--- src/rtl/reg_stack_file.sv ---
// Multi-ported general-purpose register file with an integrated return-address stack.
// Two combinational read ports, one write port, and push/pop of the PC with sticky error flags.
module reg_stack_file #(
  parameter int DATA_W      = 32,
  parameter int NUM_REGS    = 8,
  parameter int PC_W        = 8,
  parameter int STACK_DEPTH = 16,
  parameter int ZERO_REG    = 0,
  parameter int BYPASS      = 1
) (
  input  logic                               clk,
  input  logic                               reset,
  input  logic                               regwrite,
  input  logic [$clog2(NUM_REGS)-1:0]        ws,
  input  logic [DATA_W-1:0]                  wd,
  input  logic [$clog2(NUM_REGS)-1:0]        rs1,
  input  logic [$clog2(NUM_REGS)-1:0]        rs2,
  output logic [DATA_W-1:0]                  rd1,
  output logic [DATA_W-1:0]                  rd2,
  input  logic                               push,
  input  logic                               pop,
  input  logic [PC_W-1:0]                    push_pc,
  output logic [PC_W-1:0]                    pop_pc,
  output logic                               pop_valid,
  output logic [$clog2(STACK_DEPTH+1)-1:0]   sp,
  output logic                               stack_empty,
  output logic                               stack_full,
  output logic                               stack_ovf,
  output logic                               stack_unf
);

  localparam int AW  = $clog2(NUM_REGS);
  localparam int SPW = $clog2(STACK_DEPTH + 1);
  localparam int SAW = $clog2(STACK_DEPTH);
  localparam logic [SPW-1:0] SP_ONE  = SPW'(1);
  localparam logic [SPW-1:0] SP_ZERO = SPW'(0);
  localparam logic [SPW-1:0] SP_FULL = SPW'(STACK_DEPTH);

  logic [DATA_W-1:0] regs_r      [NUM_REGS];
  logic [PC_W-1:0]   stack_mem_r [STACK_DEPTH];

  logic [SPW-1:0]  sp_r;
  logic [PC_W-1:0] pop_pc_r;
  logic            pop_valid_r;
  logic            ovf_r;
  logic            unf_r;

  logic [SPW-1:0]  sp_dec_s;
  logic [SAW-1:0]  top_idx_s;
  logic [SAW-1:0]  push_idx_s;
  logic            empty_s;
  logic            full_s;

  logic            stk_we_s;
  logic [SAW-1:0]  stk_widx_s;
  logic [SPW-1:0]  sp_next_s;
  logic [PC_W-1:0] pop_pc_next_s;
  logic            pop_valid_next_s;
  logic            ovf_next_s;
  logic            unf_next_s;
  logic            reg_we_s;

  assign sp_dec_s   = sp_r - SP_ONE;
  assign top_idx_s  = sp_dec_s[SAW-1:0];
  assign push_idx_s = sp_r[SAW-1:0];
  assign empty_s    = (sp_r == SP_ZERO);
  assign full_s     = (sp_r == SP_FULL);

  assign sp          = sp_r;
  assign stack_empty = empty_s;
  assign stack_full  = full_s;
  assign pop_pc      = pop_pc_r;
  assign pop_valid   = pop_valid_r;
  assign stack_ovf   = ovf_r;
  assign stack_unf   = unf_r;

  // Writes to r0 are dropped when it is hardwired to zero.
  assign reg_we_s = regwrite && !((ZERO_REG != 0) && (ws == '0));

  // Read port 1: hardwired zero, then same-cycle forwarding, then the array.
  always_comb begin
    rd1 = regs_r[rs1];
    if ((ZERO_REG != 0) && (rs1 == '0)) begin
      rd1 = '0;
    end else if ((BYPASS != 0) && regwrite && (ws == rs1)) begin
      rd1 = wd;
    end else begin
      rd1 = regs_r[rs1];
    end
  end

  // Read port 2: same priority as port 1.
  always_comb begin
    rd2 = regs_r[rs2];
    if ((ZERO_REG != 0) && (rs2 == '0)) begin
      rd2 = '0;
    end else if ((BYPASS != 0) && regwrite && (ws == rs2)) begin
      rd2 = wd;
    end else begin
      rd2 = regs_r[rs2];
    end
  end

  // Return-stack action decode; push+pop on a non-empty stack replaces the top in place.
  always_comb begin
    stk_we_s         = 1'b0;
    stk_widx_s       = push_idx_s;
    sp_next_s        = sp_r;
    pop_pc_next_s    = pop_pc_r;
    pop_valid_next_s = 1'b0;
    ovf_next_s       = ovf_r;
    unf_next_s       = unf_r;
    case ({push, pop})
      2'b10: begin
        if (full_s) begin
          ovf_next_s = 1'b1;
        end else begin
          stk_we_s  = 1'b1;
          sp_next_s = sp_r + SP_ONE;
        end
      end
      2'b01: begin
        if (empty_s) begin
          unf_next_s = 1'b1;
        end else begin
          pop_pc_next_s    = stack_mem_r[top_idx_s];
          pop_valid_next_s = 1'b1;
          sp_next_s        = sp_dec_s;
        end
      end
      2'b11: begin
        pop_valid_next_s = 1'b1;
        if (empty_s) begin
          pop_pc_next_s = push_pc;
        end else begin
          pop_pc_next_s = stack_mem_r[top_idx_s];
          stk_we_s      = 1'b1;
          stk_widx_s    = top_idx_s;
        end
      end
      default: begin
        pop_valid_next_s = 1'b0;
      end
    endcase
  end

  // General-purpose register array.
  always_ff @(posedge clk) begin
    if (reset) begin
      for (int i = 0; i < NUM_REGS; i++) begin
        regs_r[i] <= '0;
      end
    end else if (reg_we_s) begin
      regs_r[ws] <= wd;
    end
  end

  // Stack memory needs no clearing; reset only blocks the write.
  always_ff @(posedge clk) begin
    if (stk_we_s && !reset) begin
      stack_mem_r[stk_widx_s] <= push_pc;
    end
  end

  // Stack pointer, popped address and sticky error flags.
  always_ff @(posedge clk) begin
    if (reset) begin
      sp_r        <= SP_ZERO;
      pop_pc_r    <= '0;
      pop_valid_r <= 1'b0;
      ovf_r       <= 1'b0;
      unf_r       <= 1'b0;
    end else begin
      sp_r        <= sp_next_s;
      pop_pc_r    <= pop_pc_next_s;
      pop_valid_r <= pop_valid_next_s;
      ovf_r       <= ovf_next_s;
      unf_r       <= unf_next_s;
    end
  end

endmodule

--- config.mk ---
export PLATFORM = sky130hd
export DESIGN_NAME = reg_stack_file
export DESIGN_NICKNAME = d
export VERILOG_FILES = /design/src/rtl/reg_stack_file.sv
export SDC_FILE = /design/constraint.sdc
export NUM_CORES = 1
export LEC_CHECK = 0
export ABC_CLOCK_PERIOD_IN_PS = 4500
export CORE_MARGIN = 2
export CORE_UTILIZATION = 55
export CTS_CLUSTER_DIAMETER = 150
export DETAILED_ROUTE_END_ITERATION = 8
export PLACE_DENSITY = 0.8
export REMOVE_ABC_BUFFERS = 1
export SYNTH_ARGS = -nofsm -noshare
export SYNTH_HDL_FRONTEND = slang
export SYNTH_SLANG_ARGS = --single-unit
--- constraint.sdc ---
create_clock -name clk -period 4.5 [get_ports clk]
set_input_delay 1.125 -clock clk [delete_from_list [all_inputs] [get_ports clk]]
set_output_delay 1.125 -clock clk [all_outputs]
set_load 0.005 [all_outputs]
==> metrics list <==
- Status: finished clean
- Signed area change from the synthesized netlist to the final layout: 18.6%
- GPL Wtd Cong: 0.784
- Detailed-router iteration count before antenna repair: 6
- In this run the worst path has a maximum fanout of 24.
* Unrepaired setup endpoints after global routing: no
- Synthesized area divided by synthesized cell count: 15.6 µm²
- The final layout contains routed wiring with a total length of 49.7 mm.
- Top cells by count, synth: sky130_fd_sc_hd__edfxtp_1 (384), sky130_fd_sc_hd__and2_1 (258), sky130_fd_sc_hd__mux4_2 (147), sky130_fd_sc_hd__nor2_1 (94), sky130_fd_sc_hd__a21oi_1 (77)
- Core box area: 0.0356 mm²
- The worst-case IR drop observed on VDD is 0.000244 V.
- STA classifies the critical path endpoint as an output port.
- The most critical setup path has its startpoint at ws[0].
- The share of total power dissipated in sequential elements is 0.467.
- The final hold violation count was 0.
- The final number of max-transition violations was 0.
* Initial core utilization: 0.558
* Maximum clock frequency: 232 MHz
- Of the total power, the share spent switching nets is 0.245.
- For this design the ratio of total power to cell area is 398 mW/mm².
- Data required time of the worst path: 3.38 ns
* Top metal layer carrying routed signals: met5
* CTS root buffer: sky130_fd_sc_hd__clkbuf_16
- The worst hold path belongs to the class reg2reg.
- The floorplan step defined a die boundary enclosing 0.0376 mm².
- Startpoint type of the worst setup path: primary input
- Worst EP arrival: 3.19 ns
- Synthesis warning total: 0
- The detailed router finished its first iteration with 1274 violations.
* CTS clock-pin slew for the worst setup and hold paths: 0.07 ns
- After technology mapping, the gate count stands at 1273.
- R2R setup slack: 1.22 ns
* Number of storage elements in the synthesis netlist: 400
* Detailed-route vias per instance: 6.39
* Post-synth top flop: sky130_fd_sc_hd__edfxtp_1
- Post-route setup slack: 0.188 ns
- Worst-Margin Slew: 0.819 ns
- Share of power burned in the clock network: 0.365
- In the detailed route, the total length drawn on met2 is 23.9 mm.
* Worst flop-to-flop path startpoint: sp[1]
- Mapped cell area: 0.0198 mm²
- For this design, the CTS-stage hold fixing added 0 buffers.
- Number of CTS-inserted buffers: 41
- Worst setup endpoint: rd2[10]
* Initial antenna violation count: 5
* Type of the worst setup path: in2out
- Clock latency of the later-clocked register in the worst-skew pair: 0.54 ns
- The number of setup buffers added after CTS is 0.
- Sum Neg Setup Slack: 0 ns
- Chip Height: 194 µm
* Setup Skew: 0.00597 ns
- Counting along the longest clock path gives a buffer depth of 3.
* Final worst path period need: 4.31 ns
- For this run, the total global-route usage over all layers was measured as 0.266.
* Cell type with the largest total area after synthesis: sky130_fd_sc_hd__edfxtp_1
- Number of rows in the core area: 69
- The detailed router placed 12.2k vias in this run.
- Of the post-synthesis cell area, the dominant cell type holds 0.581.
* Switching power total: 2.29 mW
* IO Port Bufs: 135
* Count leader, synth: sky130_fd_sc_hd__edfxtp_1
* Maximum number of pins on one net before global-route repair: 43
- The endpoint identified for the worst register-to-register timing path is stack_mem_r[1][3].
* Period utilization: 0.958
- Net count reported at finish: 1478
* Final setup violation count: 0
- Counting cells, the worst reg-to-reg path comes to 7.
- Leakage power: 8.13 nW
- Via count of the first global-routing pass: 12.5k
- Die width: 194 µm
- Wire length of the first global-routing pass: 75.1 mm
- Max-capacitance violation count: 0
- 136 I/O pins were placed.
- In the post-synthesis netlist, the biggest area contributors are sky130_fd_sc_hd__edfxtp_1 (58%), sky130_fd_sc_hd__mux4_2 (17%), sky130_fd_sc_hd__and2_1 (8.1%).
- The internal power of the cells totals 7.07 mW.
- In this run, synthesis inferred 384 flip-flops with an integrated enable.
* Logic gate share of total power: 0.168
* Proportion of synthesized flip-flops having asynchronous set or reset: 0
- DRC Markers: 0
- Overflow left after global routing: 0
* Minimum setup slack after placement: 0.215 ns
* Distinct cells, synth: 53
* CTS tree: yes
- Post-synthesis sequential area ratio: 0.597
* Number of cells upsized or downsized after cts: 0
- Met1 routed wirelength after detailed routing: 19.7 mm
- Detail Route Antenna Nets: 0
- After detailed routing, the met3 layer carries 4.56 mm of wire.
* Worst-case headroom to the max-slew limit: 0.452
- TritonCTS sink count: 400
* WL/cell: 26.0 µm
- Of the cells placed in the final design, the portion with a size suffix greater than 1 is 0.215.
- After legalization and detailed placement, the total HPWL measured 29.7 mm.
- The H-tree was split into 2 levels.
[per-layer routing]
metal	up-vias	track usage
li1	5267	-
met1	6196	0.370
met2	630	0.424
met3	130	0.0548
met4	6	0.0892
met5	-	0
[sequential cells by signal, indices dropped and copies added, names as in the netlist]
register	flops
regs_r	256
stack_mem_r	128
pop_pc	8
sp	5
pop_valid	1
stack_ovf	1
stack_unf	1
[power by group through the flow]
stage                     clock (mW)  combinational, mW  sequential, mW
after floorplan                    0              0.805            4.44
after global placement             0               1.54            4.42
after detailed placement           0               1.56            4.45
after CTS                       3.45               1.58            4.37
after global routing            3.59               1.67            4.39
final                           3.41               1.57            4.38
[stage by stage]
stage / instances / hold slack [ns] / area [µm²] / utilization / power [mW]
3_5_place_dp: 1839 / 0.466 / 22200 / 0.623 / 6.01
3_3_place_gp: 1839 / 0.451 / 22200 / 0.623 / 5.96
2_1_floorplan: 1180 / 0.460 / 19400 / - / 5.25
6_report: 1915 / 0.475 / 23500 / 0.661 / 9.36
5_1_grt: 1914 / 0.531 / 23500 / 0.661 / 9.65
4_1_cts: 1914 / 0.480 / 23500 / 0.661 / 9.40
[final cells by class]
type	instances	area, µm²
multi-input combinational	774	7650
antenna	1	2.50
clock inverter	27	254
clock buffer	48	1090
timing repair buffer	198	2060
inverter	6	22.5
tap	461	577
fill	2390	12100
sequential	400	11900
[layout by cell type (no fill, tap or decap), drive strengths merged, types with 3 or more instances in the layout]
master / instances
and2: 258
nor3: 10
dfxtp: 16
clkinv: 16
ha: 3
mux4: 160
nor2b: 5
clkbuf: 48
nand2: 8
o21ai: 18
nand2b: 5
mux2i: 65
or2: 3
nand4: 4
a21oi: 77
inv: 9
clkdlybuf4s50: 129
xnor2: 10
bufinv: 4
nand3: 3
o221ai: 8
a222oi: 7
edfxtp: 384
nor2: 95
buf: 69
mux2: 7
clkinvlp: 4
a31oi: 4
[kinds of logic (layout without fill, tap and decap cells)]
| family | count (synthesis) | count (layout) | synth area share |
|---|---|---|---|
| flip-flops | 400 | 400 | 0.597 |
| AO/OA/AOI/OAI | 126 | 126 | 0.0380 |
| buffers and inverters | 99 | 279 | 0.0214 |
| adder cells (fa/ha/maj) | 3 | 3 | 0.00189 |
| other | 0 | 1 | 0 |
| AND/OR/NAND/NOR | 401 | 401 | 0.115 |
| multiplexers | 232 | 232 | 0.221 |
| XOR/XNOR | 12 | 12 | 0.00568 |
[critical path, stage by stage]
cell and delay [ns]:
sky130_fd_sc_hd__clkdlybuf4s50_1 0.63, sky130_fd_sc_hd__xnor2_1 0.16, sky130_fd_sc_hd__nand4_1 0.20, sky130_fd_sc_hd__buf_4 0.24, sky130_fd_sc_hd__buf_12 0.16, sky130_fd_sc_hd__a21oi_1 0.15, sky130_fd_sc_hd__clkdlybuf4s50_1 0.53
[worst min-delay path by stage]
stage	cells past startpoint	startpoint	end	slack (ns)
after floorplan	2	stack_ovf	stack_ovf	0.46
after global placement	2	stack_unf	stack_unf	0.45
after detailed placement	2	stack_unf	stack_unf	0.47
after CTS	2	stack_unf	stack_unf	0.48
after global routing	2	stack_unf	stack_unf	0.53
final	2	stack_unf	stack_unf	0.47
(Power assumes the default switching activity.)
